`config.mk`:
```
export PLATFORM = sky130hd
export DESIGN_NAME = uart_dma_sequencer
export DESIGN_NICKNAME = d
export VERILOG_FILES = /design/src/rtl/uart_dma_sequencer.sv
export SDC_FILE = /design/constraint.sdc
export NUM_CORES = 1
export LEC_CHECK = 0
export ABC_AREA = 1
export BUFFER_PORTS_ARGS = -buffer_cell sky130_fd_sc_hd__buf_4
export CORE_UTILIZATION = 38
export CTS_CLUSTER_DIAMETER = 40
export DETAILED_ROUTE_END_ITERATION = 10
export PLACE_DENSITY = 0.67
export SLEW_MARGIN = 20
export SYNTH_ARGS = -nofsm -noshare
export SYNTH_HDL_FRONTEND = slang
export SYNTH_SLANG_ARGS = --single-unit
```
`constraint.sdc`:
```
create_clock -name system_clock -period 2.2 [get_ports system_clock]
set_input_delay 0.22 -clock system_clock [delete_from_list [all_inputs] [get_ports system_clock]]
set_output_delay 0.22 -clock system_clock [all_outputs]
set_load 0.02 [all_outputs]
```
`src/rtl/uart_dma_sequencer.sv`:
```
// Bus-master sequencer: memory buffer -> UART TX FIFO, UART RX FIFO -> memory.
// Optional irq logic is built only when UART_DMA_IRQ_EN is defined.
module uart_dma_sequencer #(
    parameter int ADDR_W        = 16,
    parameter int LEN_W         = 12,
    parameter int TX_FIFO_DEPTH = 16
) (
    input  logic              system_clock,
    input  logic              reset,
    input  logic [1:0]        cfg_addr,
    input  logic              cfg_write,
    input  logic [31:0]       cfg_data_in,
    output logic [31:0]       cfg_data_out,
    output logic              mem_req,
    output logic              mem_we,
    output logic [ADDR_W-1:0] mem_addr,
    output logic [7:0]        mem_wdata,
    input  logic [7:0]        mem_rdata,
    input  logic              mem_ack,
    output logic [31:0]       uart_data_in,
    input  logic [31:0]       uart_data_out,
    output logic              uart_select_fifo,
    output logic              uart_select_config,
    output logic              uart_not_writing,
    input  logic              tx_slot_free,
    output logic              irq
);

    localparam int CW = $clog2(TX_FIFO_DEPTH + 1);

    typedef enum logic [2:0] {
        ARB, TX_FETCH, TX_PUSH, RX_POLL, RX_SAMPLE, RX_STORE, CFG
    } state_t;

    state_t            state_q, state_d;
    logic [ADDR_W-1:0] tx_addr_q, tx_addr_d, rx_addr_q, rx_addr_d;
    logic [LEN_W-1:0]  tx_len_q, tx_len_d, rx_len_q, rx_len_d;
    logic              tx_busy_q, tx_busy_d, rx_busy_q, rx_busy_d;
    logic              tx_done_q, tx_done_d, rx_done_q, rx_done_d;
    logic              cfg_pend_q, cfg_pend_d;
    logic [1:0]        cfg_val_q, cfg_val_d;
    logic [CW-1:0]     credits_q, credits_d;
    logic              last_rx_q, last_rx_d;
    logic [7:0]        byte_q, byte_d;
    logic              mem_req_q, mem_req_d, mem_we_q, mem_we_d;
    logic [ADDR_W-1:0] mem_addr_q, mem_addr_d;
    logic [7:0]        mem_wdata_q, mem_wdata_d;
    logic [31:0]       udata_q, udata_d;
    logic              sel_fifo_q, sel_fifo_d, sel_cfg_q, sel_cfg_d;
    logic              nw_q, nw_d;
    logic              tx_fin, rx_fin, tx_el, rx_el, push, irq_en_bit;

`ifdef UART_DMA_IRQ_EN
    logic irq_en_q, irq_en_d, irq_q, irq_d;
    assign irq_en_bit = irq_en_q;
    assign irq        = irq_q;
`else
    assign irq_en_bit = 1'b0;
    assign irq        = 1'b0;
`endif

    logic unused_bits;
    assign unused_bits = ^{cfg_data_in, uart_data_out};

    always_comb begin
        state_d     = state_q;
        tx_addr_d   = tx_addr_q;
        rx_addr_d   = rx_addr_q;
        tx_len_d    = tx_len_q;
        rx_len_d    = rx_len_q;
        tx_busy_d   = tx_busy_q;
        rx_busy_d   = rx_busy_q;
        tx_done_d   = tx_done_q;
        rx_done_d   = rx_done_q;
        cfg_pend_d  = cfg_pend_q;
        cfg_val_d   = cfg_val_q;
        credits_d   = credits_q;
        last_rx_d   = last_rx_q;
        byte_d      = byte_q;
        tx_fin      = 1'b0;
        rx_fin      = 1'b0;
`ifdef UART_DMA_IRQ_EN
        irq_en_d    = irq_en_q;
`endif
        tx_el = tx_busy_q && (credits_q != '0);
        rx_el = rx_busy_q;
        push  = (state_q == TX_PUSH);

        case (state_q)
            ARB: begin
                if (cfg_pend_q) begin
                    state_d = CFG;
                end else if (tx_el && (!rx_el || last_rx_q)) begin
                    state_d   = TX_FETCH;
                    last_rx_d = 1'b0;
                end else if (rx_el) begin
                    state_d   = RX_POLL;
                    last_rx_d = 1'b1;
                end
            end
            TX_FETCH: begin
                if (mem_ack) begin
                    byte_d  = mem_rdata;
                    state_d = TX_PUSH;
                end
            end
            TX_PUSH: begin
                tx_addr_d = tx_addr_q + ADDR_W'(1);
                tx_len_d  = tx_len_q - LEN_W'(1);
                if (tx_len_q == LEN_W'(1)) begin
                    tx_busy_d = 1'b0;
                    tx_fin    = 1'b1;
                end
                state_d = ARB;
            end
            RX_POLL: state_d = RX_SAMPLE;
            RX_SAMPLE: begin
                if (uart_data_out[8]) begin
                    state_d = ARB;
                end else begin
                    byte_d  = uart_data_out[7:0];
                    state_d = RX_STORE;
                end
            end
            RX_STORE: begin
                if (mem_ack) begin
                    rx_addr_d = rx_addr_q + ADDR_W'(1);
                    rx_len_d  = rx_len_q - LEN_W'(1);
                    if (rx_len_q == LEN_W'(1)) begin
                        rx_busy_d = 1'b0;
                        rx_fin    = 1'b1;
                    end
                    state_d = ARB;
                end
            end
            CFG: begin
                cfg_pend_d = 1'b0;
                state_d    = ARB;
            end
            default: state_d = ARB;
        endcase

        if (push && !tx_slot_free)
            credits_d = credits_q - CW'(1);
        else if (!push && tx_slot_free && credits_q != CW'(TX_FIFO_DEPTH))
            credits_d = credits_q + CW'(1);

        if (cfg_write) begin
            case (cfg_addr)
                2'd0: if (!tx_busy_q) tx_addr_d = cfg_data_in[ADDR_W-1:0];
                2'd1: if (!rx_busy_q) rx_addr_d = cfg_data_in[ADDR_W-1:0];
                2'd2: begin
                    if (!tx_busy_q) tx_len_d = cfg_data_in[LEN_W-1:0];
                    if (!rx_busy_q) rx_len_d = cfg_data_in[16 +: LEN_W];
                end
                default: begin
`ifdef UART_DMA_IRQ_EN
                    irq_en_d = cfg_data_in[2];
`endif
                    cfg_val_d = cfg_data_in[10:9];
                    if (cfg_data_in[8]) cfg_pend_d = 1'b1;
                    if (cfg_data_in[3]) tx_done_d = 1'b0;
                    if (cfg_data_in[4]) rx_done_d = 1'b0;
                    if (cfg_data_in[0] && !tx_busy_q) begin
                        credits_d = CW'(TX_FIFO_DEPTH);
                        if (tx_len_q == '0) tx_fin = 1'b1;
                        else tx_busy_d = 1'b1;
                    end
                    if (cfg_data_in[1] && !rx_busy_q) begin
                        if (rx_len_q == '0) rx_fin = 1'b1;
                        else rx_busy_d = 1'b1;
                    end
                end
            endcase
        end

        // Completion is applied last so it beats a same-cycle W1C.
        if (tx_fin) tx_done_d = 1'b1;
        if (rx_fin) rx_done_d = 1'b1;

`ifdef UART_DMA_IRQ_EN
        irq_d = irq_en_d && (tx_done_d || rx_done_d);
`endif

        mem_req_d   = (state_d == TX_FETCH) || (state_d == RX_STORE);
        mem_we_d    = (state_d == RX_STORE);
        mem_addr_d  = (state_d == TX_FETCH) ? tx_addr_d :
                      (state_d == RX_STORE) ? rx_addr_d : '0;
        mem_wdata_d = (state_d == RX_STORE) ? byte_d : 8'h00;
        sel_fifo_d  = (state_d == TX_PUSH) || (state_d == RX_POLL);
        sel_cfg_d   = (state_d == CFG);
        nw_d        = !((state_d == TX_PUSH) || (state_d == CFG));
        udata_d     = (state_d == TX_PUSH) ? 32'(byte_d) :
                      (state_d == CFG)     ? 32'(cfg_val_d) : 32'h0;
    end

    always_ff @(posedge system_clock or negedge reset) begin
        if (!reset) begin
            state_q     <= ARB;
            tx_addr_q   <= '0;
            rx_addr_q   <= '0;
            tx_len_q    <= '0;
            rx_len_q    <= '0;
            tx_busy_q   <= 1'b0;
            rx_busy_q   <= 1'b0;
            tx_done_q   <= 1'b0;
            rx_done_q   <= 1'b0;
            cfg_pend_q  <= 1'b0;
            cfg_val_q   <= 2'b00;
            credits_q   <= CW'(TX_FIFO_DEPTH);
            last_rx_q   <= 1'b0;
            byte_q      <= 8'h00;
            mem_req_q   <= 1'b0;
            mem_we_q    <= 1'b0;
            mem_addr_q  <= '0;
            mem_wdata_q <= 8'h00;
            udata_q     <= 32'h0;
            sel_fifo_q  <= 1'b0;
            sel_cfg_q   <= 1'b0;
            nw_q        <= 1'b1;
`ifdef UART_DMA_IRQ_EN
            irq_en_q    <= 1'b0;
            irq_q       <= 1'b0;
`endif
        end else begin
            state_q     <= state_d;
            tx_addr_q   <= tx_addr_d;
            rx_addr_q   <= rx_addr_d;
            tx_len_q    <= tx_len_d;
            rx_len_q    <= rx_len_d;
            tx_busy_q   <= tx_busy_d;
            rx_busy_q   <= rx_busy_d;
            tx_done_q   <= tx_done_d;
            rx_done_q   <= rx_done_d;
            cfg_pend_q  <= cfg_pend_d;
            cfg_val_q   <= cfg_val_d;
            credits_q   <= credits_d;
            last_rx_q   <= last_rx_d;
            byte_q      <= byte_d;
            mem_req_q   <= mem_req_d;
            mem_we_q    <= mem_we_d;
            mem_addr_q  <= mem_addr_d;
            mem_wdata_q <= mem_wdata_d;
            udata_q     <= udata_d;
            sel_fifo_q  <= sel_fifo_d;
            sel_cfg_q   <= sel_cfg_d;
            nw_q        <= nw_d;
`ifdef UART_DMA_IRQ_EN
            irq_en_q    <= irq_en_d;
            irq_q       <= irq_d;
`endif
        end
    end

    assign mem_req            = mem_req_q;
    assign mem_we             = mem_we_q;
    assign mem_addr           = mem_addr_q;
    assign mem_wdata          = mem_wdata_q;
    assign uart_data_in       = udata_q;
    assign uart_select_fifo   = sel_fifo_q;
    assign uart_select_config = sel_cfg_q;
    assign uart_not_writing   = nw_q;

    always_comb begin
        case (cfg_addr)
            2'd0: cfg_data_out = 32'(tx_addr_q);
            2'd1: cfg_data_out = 32'(rx_addr_q);
            2'd2: cfg_data_out = 32'(tx_len_q) | (32'(rx_len_q) << 16);
            default: cfg_data_out = {21'b0, cfg_val_q, cfg_pend_q, 3'b0,
                                     rx_done_q, tx_done_q, irq_en_bit,
                                     rx_busy_q, tx_busy_q};
        endcase
    end

endmodule

```
==> impl_metrics.py, run 1 <==
metrics = {
    "placement": {
        "placed_cell_area_um2": 8129,
        "dp_hpwl_um": 14720,
        "io_buffers": 116,
        "place_congestion": 0.9464,
        "place.detailed.instances": 1294,
    },
    "drt": {
        "ant_nets": 0,
        "routed_wirelength_um": 19930,
        "drtIter0Drc": 419,
        "num_vias": 6600,
        "drc": 0,
        "drt_pre_antenna_iters": 7,
        "avgViaCountPerCell": 4.955,
        "routedWlPerCell_um": 14.96,
    },
    "clock_tree": {
        "numCtsBuffers": 17,
        "clk_latency_ns": 0.43,
        "cts_root_buffer": "clkbuf_16",
        "htreeDepth": 4,
        "clk_pin_slew_ns": 0.06,
        "cts_tree": "built",
        "cts.path.max_buffers": 2,
        "cts.sinks": 117,
        "cts_resized": 0,
    },
    "yosys": {
        "synthesis.area_um2": 6944,
        "yosys_warnings": 0,
        "syn-mean-instance-area_um2": 7.380,
        "synth_compound_area_frac": 0.1227,
        "synthTopCellsByArea": "dfrtp_1, nand2_1, inv_1",
        "synthTopCellsByCount": "nand2_1, inv_1, dfrtp_1",
        "yosysTopAreaCellShare": 0.4144,
        "synth_top_family_by_area": "simple AND/OR/NAND/NOR gates",
        "synthAdderAreaFrac": 0.01982,
        "synthCells": 941,
        "synth_xor_area_frac": 0.03279,
        "synth_seq_area_share": 0.4220,
        "yosys.area_share.simple": 0.2838,
        "synth_top_area_cell": "dfrtp_1",
        "synth-edff-count": 0,
        "ys_async_sr_fraction": 1.000,
        "synthFlopType": "dfrtp_1",
        "synthMuxAreaShare": 0,
        "ys_types": 45,
        "yosysMostFrequentCell": "nand2_1",
        "yosys_register_bits": 117,
    },
    "die": {
        "initial_utilization": 0.3866,
        "die-height_um": 137.2,
        "std_cell_rows": 49,
        "fp.dieArea_um2": 18820,
        "pin_count": 173,
        "die_w_um": 137.2,
        "core_region_area_um2": 17960,
    },
    "worst_setup_path": {
        "cp-start-kind": "register",
        "r2r_setup_slack_ns": 0.25,
        "critPathKind": "reg2out",
        "cp-end-kind": "output pin",
        "rr_worst_depth": 10,
        "regToRegEndpoint": "mem_addr[11]$_DFF_PN0_",
        "cp.arrival_ns": 1.74,
        "worst-path-max-fanout": 6,
        "reg2reg_from": "state_q[2]$_DFF_PN0_",
        "crit_required_ns": 1.98,
    },
    "global_routing": {
        "grt_pass1_vias": 6123,
        "grt_max_degree": 118,
        "global_route.usage.total": 0.2228,
        "antenna_found_initial": 1,
        "gr-total-overflow": 0,
        "grt_pass1_wl_um": 31310,
    },
    "sta": {
        "report.final.hold_viol_count": 0,
        "period_share": 0.8926,
        "max_freq_ghz": 0.5092,
        "clock_skew_ns": 0.006738,
        "rsz0062_at_grt": "no",
        "final-max-slew-violation-count": 0,
        "tns_ns": 0,
        "relSlewSlack": 0.5204,
        "fin_crit_ns": 1.964,
        "setup_viol": 0,
        "worst_slew_pin_slew_ns": 0.7194,
    },
    "pwr": {
        "irDropWorstVdd_mv": 0.6958,
        "seqPwrFrac": 0.341,
        "p_comb_frac": 0.392,
        "cellLeakagePower_nw": 4.530,
        "p_switching_mw": 4.300,
        "p_clk_frac": 0.267,
        "pwr_density_cell_nw_per_um2": 1183,
        "switching_share": 0.4144,
        "p_int_mw": 6.077,
    },
    "finish": {
        "area_growth_pct": 26.32,
        "stdcell_count": 1332,
        "fin_nets": 1179,
        "n_fill_cell": 1788,
        "drive_above_1_share": 0.1878,
        "final_area_um2": 8772,
    },
    "flow_run": {
        "maxCapViolations": 0,
    },
    "worst_hold_path": {
        "min_path_type": "in2reg",
        "min_delay_path_depth": 3,
        "hold_end": "rx_len_q[6]$_DFF_PN0_",
        "hp-start": "cfg_data_in[22]",
    },
    "run_status": {
        "status": "completed",
    },
}
## flip-flops by register name (all words and copies together) (netlist names), 2 cells and up
name	cells
byte_q	8
cfg_val_q	2
credits_q	5
mem_addr	16
mem_wdata	8
rx_addr_q	16
rx_len_q	12
state_q	3
tx_addr_q	16
tx_len_q	12
uart_data_in	8
## cell type report
class                           count  area, um2  area share
Clock inverter                     14      151.4     0.01726
Multi-Input combinational cell    668       3297      0.3758
Tap cell                          229      286.5     0.03266
Antenna cell                        1      2.502   0.0002853
Inverter                          137      516.7     0.05891
Sequential cell                   117       2930      0.3340
Clock buffer                       18      439.2     0.05006
Timing Repair Buffer              148       1149      0.1309
## cell usage in the layout, fill, tap and decap left out, types with 3 or more instances in the layout
master,synthesis,routed
o21ai_0,67,67
o21ai_1,6,6
inv_1,126,126
a21oi_1,20,20
o2111ai_1,4,4
dlygate4sd3_1,0,5
inv_2,6,6
clkinvlp_4,0,5
xor2_1,24,24
nor2_4,5,5
clkinv_1,4,4
nand3_1,66,66
nor2_1,91,91
conb_1,1,29
nand2_2,4,4
or2_2,3,3
nor2_2,4,4
a21boi_0,3,3
a22oi_1,3,3
a31oi_1,11,11
nand2_1,250,250
dfrtp_1,115,115
clkbuf_16,0,17
nand3b_1,5,5
nor3_1,9,9
ha_1,11,11
inv_6,0,3
o211ai_1,12,12
o22ai_1,7,7
buf_4,30,141
nand4_1,14,14
## timing repair
item                      CTS  global route
hold endpoints to repair  118             1
buffers inserted            0             0
hold buffers                4             1
## per-stage QoR
step / worst slack (ns) / hold slack (ns) / utilization / power [mW]
floorplan: 0.6558 / -0.07559 / - / 6.128
finish: 0.2362 / 0.002852 / 0.4883 / 10.38
global route: 0.01389 / 0.001842 / 0.4882 / 11.09
CTS: 0.2014 / 0.00008776 / 0.4876 / 10.40
detailed placement: 0.3066 / 0.3755 / 0.4525 / 7.575
global placement: 0.3362 / 0.3721 / 0.4525 / 7.496
## power by group through the flow
stage,combinational (mW),clock (mW),sequential (mW)
2_1_floorplan,2.55,0,3.58
4_1_cts,4.07,2.81,3.52
3_5_place_dp,4.04,0,3.53
5_1_grt,4.56,2.91,3.62
3_3_place_gp,3.96,0,3.53
6_report,4.06,2.77,3.54
## critical path, cell delays in order, from the launching register on
cell      delay [ns]
dfrtp_1         0.39
inv_1           0.08
buf_4           0.15
nor2_1          0.05
a221oi_1        0.24
o21ai_0         0.20
buf_4           0.20
## how the worst max path moves through the flow
stage | start | end | cells past startpoint | slack (ns)
2_1_floorplan | state_q[0]$_DFF_PN0_ | mem_addr[14]$_DFF_PN0_ | 11 | 0.66
3_3_place_gp | state_q[2]$_DFF_PN0_ | mem_addr[11]$_DFF_PN0_ | 10 | 0.34
3_5_place_dp | state_q[2]$_DFF_PN0_ | tx_addr_q[11]$_DFF_PN0_ | 9 | 0.31
4_1_cts | tx_len_q[0]$_DFF_PN0_ | cfg_data_out[0] | 6 | 0.20
5_1_grt | state_q[1]$_DFF_PN0_ | rx_len_q[7]$_DFF_PN0_ | 9 | 0.01
6_report | tx_len_q[0]$_DFF_PN0_ | cfg_data_out[0] | 6 | 0.24
## kinds of logic (layout without fill, tap and decap cells)
kind of cell,count (synthesis),count (layout)
compound gates,144,144
flops,117,117
simple gates,458,458
xor+xnor,26,26
buf+inv,184,317
fa+ha+maj,11,11
other cells,1,30
## per-layer routing
metal	wire length, um	share of wire	track usage
met1	8708	0.44	0.2869
met5	0	0	0
met4	437	0.022	0.07937
met2	9314	0.47	0.3591
met3	1469	0.074	0.05960
No activity file was read; power rests on OpenSTA's default activity.
==> inputs of run 2 (changes only) <==
BUFFER_PORTS_ARGS = -buffer_cell sky130_fd_sc_hd__clkbuf_2   (was -buffer_cell sky130_fd_sc_hd__buf_4)
REMOVE_ABC_BUFFERS = 1   (was not set)
==> run 2 against run 1 <==
  * First-iteration DRC count up 17%
  * Power down 1.1%
  * Worst setup slack worse by 0.047 ns
  * Wire length down 0.37%
  * Critical path type unchanged
  * Critical endpoint unchanged
  * Largest power group unchanged
==> impl_metrics.py, run 2 (synthesis gave the netlist of run 1 again) <==
metrics = {
    "run_status": {
        "status": "completed",
    },
    "die": {
        "initial_utilization": 0.3866,
        "die_w_um": 137.2,
        "die-height_um": 137.2,
        "pin_count": 173,
        "std_cell_rows": 49,
        "core_region_area_um2": 17960,
        "fp.dieArea_um2": 18820,
    },
    "drt": {
        "ant_nets": 0,
        "drc": 0,
        "dr.max_layer_used": "met4",
        "drt_pre_antenna_iters": 6,
        "routedWlPerCell_um": 14.93,
        "avgViaCountPerCell": 4.968,
        "dr_wl_met3_um": 1553,
        "routed_wirelength_um": 19860,
        "drtIter0Drc": 491,
        "met1_length_um": 8927,
        "wl_met2_um": 8963,
        "num_vias": 6607,
    },
    "global_routing": {
        "global_route.usage.total": 0.2241,
        "grt_pass1_vias": 6250,
        "grt_pass1_wl_um": 31750,
        "antenna_found_initial": 0,
        "grt_max_degree": 46,
        "gr-total-overflow": 0,
    },
    "worst_setup_path": {
        "cp-start-kind": "register",
        "cp_top_family": "compound AO/OA/AOI/OAI gates",
        "worst-path-max-fanout": 7,
        "slowest_delay_ns": 0.40,
        "cp-end-kind": "output pin",
        "crit_buf_inv": 2,
        "path_cells": "inv_1 > nor2_1 > a221oi_1 > o21ai_0 > clkbuf_2",
        "critPathKind": "reg2out",
        "critPathSlowestCell": "dfrtp_1",
        "crit_required_ns": 1.98,
        "cp.arrival_ns": 1.79,
    },
    "pwr": {
        "p_total_mw": 10.26,
        "cellLeakagePower_nw": 4.446,
        "irDropWorstVdd_mv": 0.9016,
        "pwr_density_cell_nw_per_um2": 1208,
    },
    "placement": {
        "placed_cell_area_um2": 7804,
        "io_buffers": 116,
        "pre_cts_slack_ns": 0.2074,
        "place_congestion": 0.9163,
        "dp_hpwl_um": 14930,
    },
    "clock_tree": {
        "cts.sinks": 117,
        "cts.path.max_buffers": 2,
        "cts_root_buffer": "clkbuf_16",
        "htreeDepth": 4,
        "clk_latency_ns": 0.42,
        "cts_tree": "built",
        "clk_pin_slew_ns": 0.06,
        "numCtsBuffers": 17,
    },
    "finish": {
        "antennaDiodeCount": 0,
        "n_fill_cell": 1794,
        "fin_nets": 1178,
        "final_cell_mix": "nand2_1, inv_1, dfrtp_1, clkbuf_2, nor2_1",
        "area_growth_pct": 22.29,
        "drive_above_1_share": 0.1871,
        "final_area_um2": 8492,
        "layout_commonest_cell": "nand2_1",
    },
    "sta": {
        "setup_slack_ns": 0.1891,
        "rsz0062_at_grt": "no",
        "final-max-slew-violation-count": 0,
        "holdWs_ns": 0.006184,
        "report.final.hold_viol_count": 0,
        "worst_slew_pin_slew_ns": 0.6308,
        "fin_crit_ns": 2.011,
        "max_freq_ghz": 0.4973,
        "period_share": 0.9140,
        "relSlewSlack": 0.5795,
        "tns_ns": 0,
        "setup_viol": 0,
        "clock_skew_ns": 0.008479,
    },
    "worst_hold_path": {
        "min_path_type": "in2reg",
    },
    "flow_run": {
        "maxCapViolations": 0,
    },
}
run 2: cell types whose count changed in the layout (fill, tap and decap cells not counted), sizes merged:
cell / before / now
buf: 143 / 26
dlygate4sd3: 5 / 6
clkbuf: 18 / 133
diode: 1 / 0
run 2: power breakdown:
part / total [mW] / switching [mW] / internal, mW
clock network: 2.81 / 1.11 / 1.70
registers: 3.52 / 0.640 / 2.88
logic: 3.93 / 2.58 / 1.35
total: 10.3 / 4.33 / 5.93
run 2: repair_timing:
item,CTS,global route
endpoints found under the setup margin,0,3
buffers inserted,0,3
hold endpoints to repair,45,1
hold buffers,5,1
resized for setup,0,1
run 2: cell type report:
| type | instances | area, um2 | area share |
|---|---|---|---|
| clock buffers | 18 | 439.2 | 0.05172 |
| clock inverters | 14 | 151.4 | 0.01783 |
| inverters | 137 | 516.7 | 0.06085 |
| multi-input cells | 668 | 3299 | 0.3885 |
| flip-flops and latches | 117 | 2930 | 0.3451 |
| well taps | 229 | 286.5 | 0.03374 |
| repair buffers | 147 | 868.3 | 0.1023 |
run 2: path summary, 6_finish.rpt:
path | slack [ns] | startpoint | to | depth (start not counted)
max reg2reg | 0.26 | state_q[2]$_DFF_PN0_ | tx_len_q[10]$_DFF_PN0_ | 8
min reg2reg | 0.51 | byte_q[6]$_DFF_PN0_ | byte_q[6]$_DFF_PN0_ | 2
min | 0.006 | cfg_data_in[27] | rx_len_q[11]$_DFF_PN0_ | 3
max | 0.19 | tx_len_q[0]$_DFF_PN0_ | cfg_data_out[0] | 5
min in group asynchronous | 0.35 | reset | uart_data_in[6]$_DFF_PN0_ | 2
max in group asynchronous | 1.20 | reset | tx_addr_q[4]$_DFF_PN0_ | 3
run 2: tightest hold or removal path, delay by kind of cell:
family                 cells  cell delay, ns
AND/OR/NAND/NOR            1            0.04
AO/OA/AOI/OAI              1            0.06
buffers and inverters      1            0.07
run 2: layer usage:
metal  vias up  track usage
met3        25      0.05335
li1       3263            -
met2       264       0.3454
met1      3055       0.3086
met4         0      0.07204
met5         -            0
run 2: stage by stage:
stage / cells / util
4_1_cts: 1326 / 0.4701
3_5_place_dp: 1289 / 0.4344
3_3_place_gp: 1289 / 0.4344
6_report: 1330 / 0.4727
5_1_grt: 1330 / 0.4727
2_1_floorplan: 922 / -
==> inputs of run 3 (changes only) <==
RECOVER_POWER = 50   (was not set)
==> run 3 against run 2 <==
  * Sequential share of layout area up 0.21 points
  * Hold slack better by 0.0015 ns
  * Worst setup slack better by 0.020 ns
  * Clock power about the same
  * Critical path depth unchanged
  * Largest cell class unchanged
  * Via count down 0.14%
  * Die area unchanged
  * Combinational power about the same
  * Sequential power about the same
  * Non-clock buffer count unchanged
  * First-iteration DRC count down 7.1%
  * Wire length up 0.59%
==> impl_metrics.py, run 3 (synthesis gave the netlist of run 1 again) <==
metrics = {
    "worst_hold_path": {
        "min_delay_path_depth": 3,
        "min_path_type": "in2reg",
    },
    "drt": {
        "drc": 0,
        "drtIter0Drc": 456,
        "routedWlPerCell_um": 15.02,
        "ant_nets": 0,
        "num_vias": 6598,
        "routed_wirelength_um": 19970,
        "avgViaCountPerCell": 4.961,
        "drt_pre_antenna_iters": 5,
    },
    "sta": {
        "rsz0062_at_grt": "no",
        "relSlewSlack": 0.2068,
        "report.final.hold_viol_count": 0,
        "period_share": 0.9050,
        "final-max-slew-violation-count": 0,
        "fin_crit_ns": 1.991,
        "clock_skew_ns": 0.008993,
        "worst_slew_pin_slew_ns": 1.190,
        "tns_ns": 0,
        "max_freq_ghz": 0.5023,
        "setup_viol": 0,
    },
    "worst_setup_path": {
        "slowest_delay_ns": 0.39,
        "cp-start-kind": "register",
        "critPathSlowestCell": "dfrtp_1",
        "path_cells": "inv_1 > nor2_1 > a221oi_1 > o21ai_0 > clkbuf_2",
        "cp.arrival_ns": 1.77,
        "cp-end-kind": "output pin",
        "critPathKind": "reg2out",
        "rr_worst_depth": 8,
        "crit_required_ns": 1.98,
        "worst-path-max-fanout": 7,
    },
    "clock_tree": {
        "clk_latency_ns": 0.42,
        "cts_root_buffer": "clkbuf_16",
        "clk_pin_slew_ns": 0.06,
        "cts.path.max_buffers": 2,
        "numCtsBuffers": 17,
        "htreeDepth": 4,
        "cts_tree": "built",
        "cts.sinks": 117,
    },
    "pwr": {
        "irDropWorstVdd_mv": 0.8882,
        "cellLeakagePower_nw": 4.344,
        "pwr_density_cell_nw_per_um2": 1212,
        "p_total_mw": 10.23,
    },
    "flow_run": {
        "maxCapViolations": 0,
    },
    "finish": {
        "fin_nets": 1178,
        "final_cell_mix": "nand2_1, inv_1, dfrtp_1, nor2_1, clkbuf_2",
        "multi_input_area_um2": 3299,
        "ff_latch_area_um2": 2930,
        "area_growth_pct": 21.55,
        "antennaDiodeCount": 0,
        "drive_above_1_share": 0.1608,
        "n_fill_cell": 1805,
        "layout_commonest_cell": "nand2_1",
    },
    "global_routing": {
        "grt_max_degree": 46,
        "antenna_found_initial": 0,
        "global_route.usage.total": 0.2241,
        "grt_pass1_vias": 6250,
        "grt_pass1_wl_um": 31750,
        "gr-total-overflow": 0,
    },
    "die": {
        "die-height_um": 137.2,
        "std_cell_rows": 49,
        "fp.dieArea_um2": 18820,
        "die_w_um": 137.2,
        "initial_utilization": 0.3866,
        "pin_count": 173,
        "core_region_area_um2": 17960,
    },
    "placement": {
        "dp_hpwl_um": 14930,
        "io_buffers": 116,
        "place_congestion": 0.9163,
    },
    "run_status": {
        "status": "completed",
    },
}
-- run 3: path summary, 6_finish.rpt --
kind / from / slack [ns] / endpoint
setup / recovery: tx_len_q[0]$_DFF_PN0_ / 0.21 / cfg_data_out[0]
hold / removal: cfg_data_in[27] / 0.008 / rx_len_q[11]$_DFF_PN0_
setup reg to reg: state_q[2]$_DFF_PN0_ / 0.26 / tx_len_q[10]$_DFF_PN0_
hold reg to reg: byte_q[6]$_DFF_PN0_ / 0.51 / byte_q[6]$_DFF_PN0_
max in group asynchronous: reset / 0.42 / mem_addr[15]$_DFF_PN0_
min in group asynchronous: reset / 0.57 / uart_data_in[6]$_DFF_PN0_
-- run 3: routing by layer --
metal | global-route usage | vias to the layer above | share of wire
li1 | - | 3263 | -
met1 | 0.3086 | 3034 | 0.46
met2 | 0.3454 | 269 | 0.45
met3 | 0.05335 | 32 | 0.075
met4 | 0.07204 | 0 | 0.024
met5 | 0 | - | 0
-- run 3: area by class of cell --
class                      count  area share
multi-input combinational    668      0.3909
sequential                   117      0.3472
timing repair buffer         147     0.09680
inverter                     137     0.06122
clock buffer                  18     0.05203
tap                          229     0.03395
clock inverter                14     0.01794
-- run 3: per-stage QoR --
| step | hold slack (ns) | area (um2) | utilization | std cells | setup slack [ns] |
|---|---|---|---|---|---|
| 4_1_cts | 0.0001664 | 8444 | 0.4701 | 1326 | 0.1951 |
| 2_1_floorplan | -0.07559 | 6744 | - | 922 | 0.2603 |
| 3_5_place_dp | 0.2864 | 7804 | 0.4344 | 1289 | 0.2074 |
| 3_3_place_gp | 0.2771 | 7804 | 0.4344 | 1289 | 0.2351 |
| 5_1_grt | 0.0007793 | 8441 | 0.4699 | 1330 | 0.07300 |
| 6_report | 0.007690 | 8441 | 0.4699 | 1330 | 0.2091 |
-- run 3: critical path: cells and delay by family (launching register included) --
family	cells	cell delay, ns
DFF	1	0.39
buffers and inverters	2	0.39
and+or+nand+nor	1	0.08
AOI/OAI and AO/OA	2	0.49
-- run 3: timing repair --
item / 4_1_cts / 5_1_grt
hold endpoints to repair: 45 / 1
setup endpoints to repair: 0 / 3
resized for setup: 0 / 1
setup buffers: 0 / 3
hold buffers: 5 / 1
-- run 3: report_power, final --
group | internal, mW | total, mW | leakage, nW | switching [mW]
clock network | 1.70 | 2.81 | 0.275 | 1.10
logic | 1.31 | 3.90 | 2.63 | 2.59
registers | 2.88 | 3.52 | 1.44 | 0.641
total | 5.90 | 10.2 | 4.34 | 4.33
